File: src/rtl/regfile_wr_arbiter_pkg.sv
// Shared definitions for the register-file write arbiter slice.
// Holds the default address/data widths, the upper requester limit, the
// register-file depth, and a small modular-increment helper for the
// round-robin search.
package regfile_wr_arbiter_pkg;

  localparam int unsigned RF_DEPTH    = 4;
  localparam int unsigned ADDR_W_DEF  = $clog2(RF_DEPTH);
  localparam int unsigned DATA_W_DEF  = 32;
  localparam int unsigned NUM_REQ_MAX = 4;

  // Pointer/index width is sized for the largest supported requester count
  // so every instance shares one encoding.
  localparam int unsigned PTR_W = $clog2(NUM_REQ_MAX);

  // (base + step) mod n, used to walk the requesters starting after ptr.
  function automatic int unsigned rr_next(input int unsigned base,
                                          input int unsigned step,
                                          input int unsigned n);
    return (base + step) % n;
  endfunction

endpackage

File: src/rtl/regfile_wr_arbiter_rr_arbiter.sv
// rr_arbiter: purely combinational round-robin grant logic.
//   valid : per-requester request vector
//   ptr   : index of the most recently granted requester
//   hold  : suppresses all grants while high
//   grant : one-hot grant (all zero when nothing valid or hold=1)
//   idx   : encoded index of the granted requester (0 when no grant)
// The search starts at ptr+1 and wraps, so the last winner has lowest priority.
module rr_arbiter
  import regfile_wr_arbiter_pkg::*;
#(
  parameter int unsigned NUM_REQ = 3
) (
  input  logic [NUM_REQ-1:0] valid,
  input  logic [PTR_W-1:0]   ptr,
  input  logic               hold,
  output logic [NUM_REQ-1:0] grant,
  output logic [PTR_W-1:0]   idx
);

  logic             found;
  logic [PTR_W-1:0] cidx;

  always_comb begin
    grant = '0;
    idx   = '0;
    found = 1'b0;
    cidx  = '0;
    for (int unsigned k = 1; k <= NUM_REQ; k++) begin
      cidx = PTR_W'(rr_next(32'(ptr), k, NUM_REQ));
      if (!found && !hold && valid[cidx]) begin
        grant[cidx] = 1'b1;
        idx         = cidx;
        found       = 1'b1;
      end
    end
  end

endmodule

File: src/rtl/regfile_wr_arbiter.sv
// regfile_wr_arbiter: shares the single write port of the register file
// among NUM_REQ valid/ready requesters using round-robin arbitration.
//   clk, reset            : clock, synchronous active-high reset
//   req_valid/addr/data   : packed per-requester write requests
//   req_ready             : one-hot grant, transfer when valid & ready
//   hold                  : freezes all grants while high
//   writeReg/Data/Enable  : registered write to the register file
//   readreg1/2            : register-file read addresses
//   fwd_hit1/2, fwd_data1/2 : bypass for a write still in flight
module regfile_wr_arbiter
  import regfile_wr_arbiter_pkg::*;
#(
  parameter int unsigned NUM_REQ = 3,
  parameter int unsigned ADDR_W  = ADDR_W_DEF,
  parameter int unsigned DATA_W  = DATA_W_DEF
) (
  input  logic                      clk,
  input  logic                      reset,
  input  logic [NUM_REQ-1:0]        req_valid,
  input  logic [NUM_REQ*ADDR_W-1:0] req_addr,
  input  logic [NUM_REQ*DATA_W-1:0] req_data,
  output logic [NUM_REQ-1:0]        req_ready,
  input  logic                      hold,
  output logic [ADDR_W-1:0]         writeReg,
  output logic [DATA_W-1:0]         writeData,
  output logic                      writeEnable,
  input  logic [ADDR_W-1:0]         readreg1,
  input  logic [ADDR_W-1:0]         readreg2,
  output logic                      fwd_hit1,
  output logic                      fwd_hit2,
  output logic [DATA_W-1:0]         fwd_data1,
  output logic [DATA_W-1:0]         fwd_data2
);

  logic [PTR_W-1:0]   ptr;
  logic [PTR_W-1:0]   idx;
  logic [NUM_REQ-1:0] grant;
  logic               accept;
  logic [ADDR_W-1:0]  sel_addr;
  logic [DATA_W-1:0]  sel_data;

  // Reset is folded into hold so nothing is granted while reset is high and
  // a request pending across reset is re-arbitrated from the reset pointer.
  rr_arbiter #(
    .NUM_REQ(NUM_REQ)
  ) u_arb (
    .valid(req_valid),
    .ptr  (ptr),
    .hold (hold | reset),
    .grant(grant),
    .idx  (idx)
  );

  assign req_ready = grant;
  assign accept    = |grant;

  // One-hot operand mux driven by the grant vector.
  always_comb begin
    sel_addr = '0;
    sel_data = '0;
    for (int unsigned i = 0; i < NUM_REQ; i++) begin
      if (grant[i]) begin
        sel_addr = req_addr[i*ADDR_W +: ADDR_W];
        sel_data = req_data[i*DATA_W +: DATA_W];
      end
    end
  end

  always_ff @(posedge clk) begin
    if (reset) begin
      ptr         <= PTR_W'(NUM_REQ - 1);
      writeEnable <= 1'b0;
      writeReg    <= '0;
      writeData   <= '0;
    end else if (accept) begin
      ptr         <= idx;
      writeEnable <= 1'b1;
      writeReg    <= sel_addr;
      writeData   <= sel_data;
    end else begin
      writeEnable <= 1'b0;
    end
  end

  // Bypass comparators work only from registered write state, so there is no
  // path from here back into the grant logic.
  assign fwd_hit1  = writeEnable & ~reset & (readreg1 == writeReg);
  assign fwd_hit2  = writeEnable & ~reset & (readreg2 == writeReg);
  assign fwd_data1 = fwd_hit1 ? writeData : '0;
  assign fwd_data2 = fwd_hit2 ? writeData : '0;

endmodule

File: config.mk
export PLATFORM = sky130hd
export DESIGN_NAME = regfile_wr_arbiter
export DESIGN_NICKNAME = d
export VERILOG_FILES = /design/src/rtl/regfile_wr_arbiter_pkg.sv /design/src/rtl/regfile_wr_arbiter_rr_arbiter.sv /design/src/rtl/regfile_wr_arbiter.sv
export SDC_FILE = /design/constraint.sdc
export NUM_CORES = 1
export LEC_CHECK = 0
export CORE_ASPECT_RATIO = 0.5
export CORE_UTILIZATION = 38
export DETAILED_ROUTE_END_ITERATION = 12
export HOLD_SLACK_MARGIN = 0.08
export PLACE_DENSITY = 0.88
export RECOVER_POWER = 100
export SYNTH_ARGS = -nofsm -noshare
export SYNTH_HDL_FRONTEND = slang
export SYNTH_SLANG_ARGS = --single-unit
File: constraint.sdc
create_clock -name clk -period 4.54 [get_ports clk]
set_input_delay 0.681 -clock clk [delete_from_list [all_inputs] [get_ports clk]]
set_output_delay 0.681 -clock clk [all_outputs]
set_load 0.005 [all_outputs]
# [Word level (Yosys, flattened, before mapping)]
# Cells that the tools add are included.
# W data, S select, Z words.
[word_totals] ff_bits=37 latch_bits=0 ramBits=0 romBits=0 input_bits=112 output_inout_bits=104 word_cells=66 n_memories=0
[classes] add_sub_neg=3 mul=0 div=3 order_cmp=6 eq_ne=2 shift=0 mux=29 n_bitwise=7 reduce_logical=12
[ops] operator="$mux W32" count=5
[ops] operator="$mod A32 B2 Y32 const B" count=3
[ops] operator="$mux W2" count=6
[ops] operator="$lt A2 B3 Y1 const B" count=3
[ops] operator="$mux W1" count=9
[ops] operator="$mux W3" count=3
[ops] operator="$logic_and A1 B1 Y1" count=8
[ops] operator="$add A2 B2 Y3 const B" count=2
[ops] operator="$bmux W1 S2" count=3
[ops] operator="$demux W1 S2" count=3
[ops] operator="$ge A2 B1 Y1 const B" count=3
[ops] operator="$or A3 B3 Y3" count=2
[ops] operator="$eq A2 B2 Y1" count=2
[ops] operator="$add A2 B1 Y3 const B" count=1
[ops] operator="$and A1 B1 Y1" count=3
[ops] operator="$logic_not A1 Y1" count=3
[ops] operator="$reduce_or A3 Y1" count=1
[ops] operator="$not A1 Y1" count=1
[ops] operator="$or A1 B1 Y1" count=1

# [Logic depth before layout (Yosys ltp)]
[depth] ltp_word=17 mapped_depth=12 mapped_depth_nobuf=9

# [Cells and area by module]
# From an unflattened synthesis, not the netlist that was laid out.
[hier_totals] cells_unflattened=366 area_unflattened_um2=3198.1
[modules_own_cells] module="regfile_wr_arbiter" n_inst=1 cells_each=330 area_per_inst_um2=2925.3 seq_area_each_um2=740.7
[modules_own_cells] module="rr_arbiter" n_inst=1 cells_each=36 area_per_inst_um2=272.8 seq_area_each_um2=0.0

# [Worst setup path before layout]
# No wires, ideal clock.
[synth_timing] path_type="flip-flop to output port" start="reg ptr[0]" end="out req_ready[2]" arrival_time_ns=2.291 required_ns=3.859 slack_ns=1.568 path_stages_with_launch=9 n_path_buf=2 path_cell_list="dfxtp_1 inv_1 ha_1 buf_6 nor2b_4 o21a_1 or3_1 o21ai_1 clkbuf_1"
[synth_between] elab_chain_len=14 word_cells_on_any_way=41 cone_classes="add/sub: 3; div: 3; order compare: 6; mux: 17; bitwise: 2; reduce/logical: 10"
[synth_rtl] item="start: declaration" line="regfile_wr_arbiter.sv:35" text="logic [PTR_W-1:0] ptr;"
[synth_rtl] item="start signal: assignment" line="regfile_wr_arbiter.sv:71" text="ptr <= PTR_W'(NUM_REQ - 1);"
[synth_rtl] item="start signal: assignment" line="regfile_wr_arbiter.sv:76" text="ptr <= idx;"
[synth_rtl] item="branches (longest 13 deep; another with $mod A32 B2 Y32)"
[synth_rtl] item="$mux W3 (*)" line="regfile_wr_arbiter_rr_arbiter.sv:30" text="if (!found && !hold && valid[cidx]) begin"
[synth_rtl] item="end: declaration" line="regfile_wr_arbiter.sv:22" text="output logic [NUM_REQ-1:0] req_ready,"
# Mark *: on every way between the ends. The select of a mux whose other input is x is not followed.

# [Worst setup path in the final report]
[layout_timing] start="in reset" end="out fwd_data2[28]"
[layout_between] elab_chain_len=4
[layout_rtl] item="start: declaration" line="regfile_wr_arbiter.sv:18" text="input logic reset,"
[layout_rtl] item="$not A1 Y1" line="regfile_wr_arbiter.sv:88" text="assign fwd_hit2 = writeEnable & ~reset & (readreg2 == writeReg);"
[layout_rtl] item="$and A1 B1 Y1 (2 in series)" line="regfile_wr_arbiter.sv:88"
[layout_rtl] item="$mux W32" line="regfile_wr_arbiter.sv:90" text="assign fwd_data2 = fwd_hit2 ? writeData : '0;"
[layout_rtl] item="end: declaration" line="regfile_wr_arbiter.sv:32" text="output logic [DATA_W-1:0] fwd_data2"
# No other way between the ends.

==> impl_metrics.env <==
export IMPL_outcome="completed"
export IMPL_ys_flop_type="dfxtp_1"
export IMPL_drc=0
export IMPL_cts_made_buffers=5
export IMPL_hold_viol=0
export IMPL_synth_nets=484
export IMPL_rsz0062_at_grt="no"
export IMPL_clockRootBuffer="clkbuf_16"
export IMPL_clk_latency_ps=280
export IMPL_power_leakage_uw=0.00200
export IMPL_io_pin_count=216
export IMPL_io_buffers=215
export IMPL_die_w_um=126
export IMPL_cp_end_kind="output pin"
export IMPL_grt_max_degree=58
export IMPL_peakVddDrop_mv=0.239
export IMPL_period_share=0.852
export IMPL_synth_xor_area_share=0.0120
export IMPL_synth_common_cells="nor4_1 (64), inv_1 (38), dfxtp_1 (37)"
export IMPL_yosysTopAreaCellShare=0.254
export IMPL_fin_skew_ps=6.56
export IMPL_vias=3653
export IMPL_synthTopCellsByArea="dfxtp_1 (25%), o221ai_2 (15%), nor4_1 (14%)"
export IMPL_maxCapViolCount=0
export IMPL_core_mm2=0.00738
export IMPL_synth_top_family_by_area="simple AND/OR/NAND/NOR gates"
export IMPL_clockBufferDepth=2
export IMPL_die_height_um=64.0
export IMPL_synth_compound_area_share=0.272
export IMPL_wl_per_cell_um=18.1
export IMPL_async_flop_share=0
export IMPL_synth_largest_area_cell="dfxtp_1"
export IMPL_ys_ff_latch=37
export IMPL_ctsResizeCount=0
export IMPL_crit_type="input port to output pin"
export IMPL_cts_tree="yes"
export IMPL_htree_levels=2
export IMPL_grt_pass1_wl_um=18500
export IMPL_tightest_slew_ps=1080
export IMPL_track_usage=0.292
export IMPL_syn_inst=368
export IMPL_drive_gt1_frac=0.0468
export IMPL_path_max_fanout=40
export IMPL_design_area_mm2=0.00503
export IMPL_antenna_found_initial=0
export IMPL_setup_viol=0
export IMPL_powerDensity_mw_per_mm2=416
export IMPL_antenna_left=0
export IMPL_synthAdderAreaFrac=0.0172
export IMPL_start_util=0.395
export IMPL_tns_ps=0
export IMPL_min_period_ps=3870
export IMPL_synthSimpleGateAreaFrac=0.308
export IMPL_seq_area_frac_synth=0.254
export IMPL_synth_cell_types=44
export IMPL_fin_nets=672
export IMPL_cp_data_arrival_time_ps=3190
export IMPL_hpwl_um=8570
export IMPL_fin_util=0.682
export IMPL_max_freq_mhz=259
export IMPL_placed_cell_area_mm2=0.00509
export IMPL_start_kind="input port"
export IMPL_cts_hold_buffers=0
export IMPL_wl_um=11800
export IMPL_maxSlewViolCount=0
export IMPL_grt_pass1_vias=3397
export IMPL_yosysMostFrequentCell="nor4_1"
export IMPL_crit_required_ps=3860
export IMPL_synth_edf_count=0
export IMPL_firstDrtPassIters=4
export IMPL_vias_per_cell=5.61
export IMPL_yosys_warnings=0
export IMPL_cts_sinks=37
export IMPL_hp_class="flop to flop"
export IMPL_gp_congestion=0.909
export IMPL_syn2layout_area_growth_pct=72.5
export IMPL_dieArea_mm2=0.00805
export IMPL_drt_iter0_markers=278
export IMPL_synthMuxAreaShare=0.0137
export IMPL_syn_cell_area_mm2=0.00292
export IMPL_diodes=0
export IMPL_grt_overflow_total=0
export IMPL_row_count=22
export IMPL_max_slew_margin=0.278
export IMPL_cts_setup_buffers=0
export IMPL_syn_avg_cell_area_um2=7.93
export IMPL_clk_pin_slew_ps=50
flip-flops by register name (all words and copies together), names as in the netlist:
name         flops
ptr              2
writeData       32
writeEnable      1
writeReg         2
through the flow:
step	total power (uW)	cells	hold WS, ps	setup WS (ps)
final	2100	651	571	672
after global placement	1870	645	543	938
after global routing	2230	651	601	498
after floorplan	1330	368	511	1570
after CTS	2240	651	562	824
after detailed placement	1910	645	552	822
logic make-up (layout without fill, tap and decap cells):
kind of cell             count (synthesis)  count (layout)
AND/OR/NAND/NOR                        156             156
buffers and inverters                   82             269
AO/OA/AOI/OAI                           81              81
flip-flops                              37              37
adder cells (fa/ha/maj)                  4               4
XOR/XNOR                                 4               4
multiplexers                             4               4
final cells by class:
cell class              count  area [um2]
inverters                  39         149
clock buffers               5         125
flip-flops and latches     37         741
well taps                  96         120
fillers                   610        2340
repair buffers            224        2210
clock inverters             1        5.00
multi-input cells         249        1680
path summary, 6_finish.rpt:
check	from	to	slack [ps]	cells past startpoint
worst min register to register	writeData[6]$_SDFFE_PP0P_	writeData[6]$_SDFFE_PP0P_	570	2
worst max register to register	ptr[0]$_SDFFE_PP0P_	ptr[1]$_SDFFE_PP1P_	940	10
worst min-delay path	writeData[6]$_SDFFE_PP0P_	writeData[6]$_SDFFE_PP0P_	570	2
worst max-delay path	reset	fwd_data2[28]	670	5
cells in the final DEF, fill, tap and decap left out, types with 3 or more instances in the layout:
| master | instances |
|---|---|
| o221ai_2 | 3 |
| nand2_1 | 35 |
| nor4_1 | 64 |
| clkdlybuf4s50_1 | 114 |
| o221ai_1 | 30 |
| buf_4 | 7 |
| dlygate4sd3_1 | 101 |
| inv_1 | 38 |
| ha_1 | 4 |
| a31oi_1 | 33 |
| or3_1 | 3 |
| xor2_2 | 4 |
| mux2i_1 | 4 |
| and2_1 | 33 |
| dfxtp_1 | 37 |
| clkbuf_16 | 5 |
| o21ai_0 | 3 |
| nor2_1 | 4 |
power by group:
group	internal, uW	total [uW]	switching, uW
clock network	196	326	129
logic	522	1220	701
registers	467	546	79.7
total	1190	2100	910
critical path, stage by stage:
cell,delay [ps]
dlygate4sd3_1,630
nand2b_2,470
buf_4,390
nor4_1,380
dlygate4sd3_1,630
metal layers:
layer	GRT usage	vias up	wire length (um)
li1	-	1757	-
met1	0.368	1741	4950
met2	0.513	134	6050
met3	0.0553	21	581
met4	0.0798	0	214
met5	0	-	0
No activity file was read; power rests on OpenSTA's default activity.
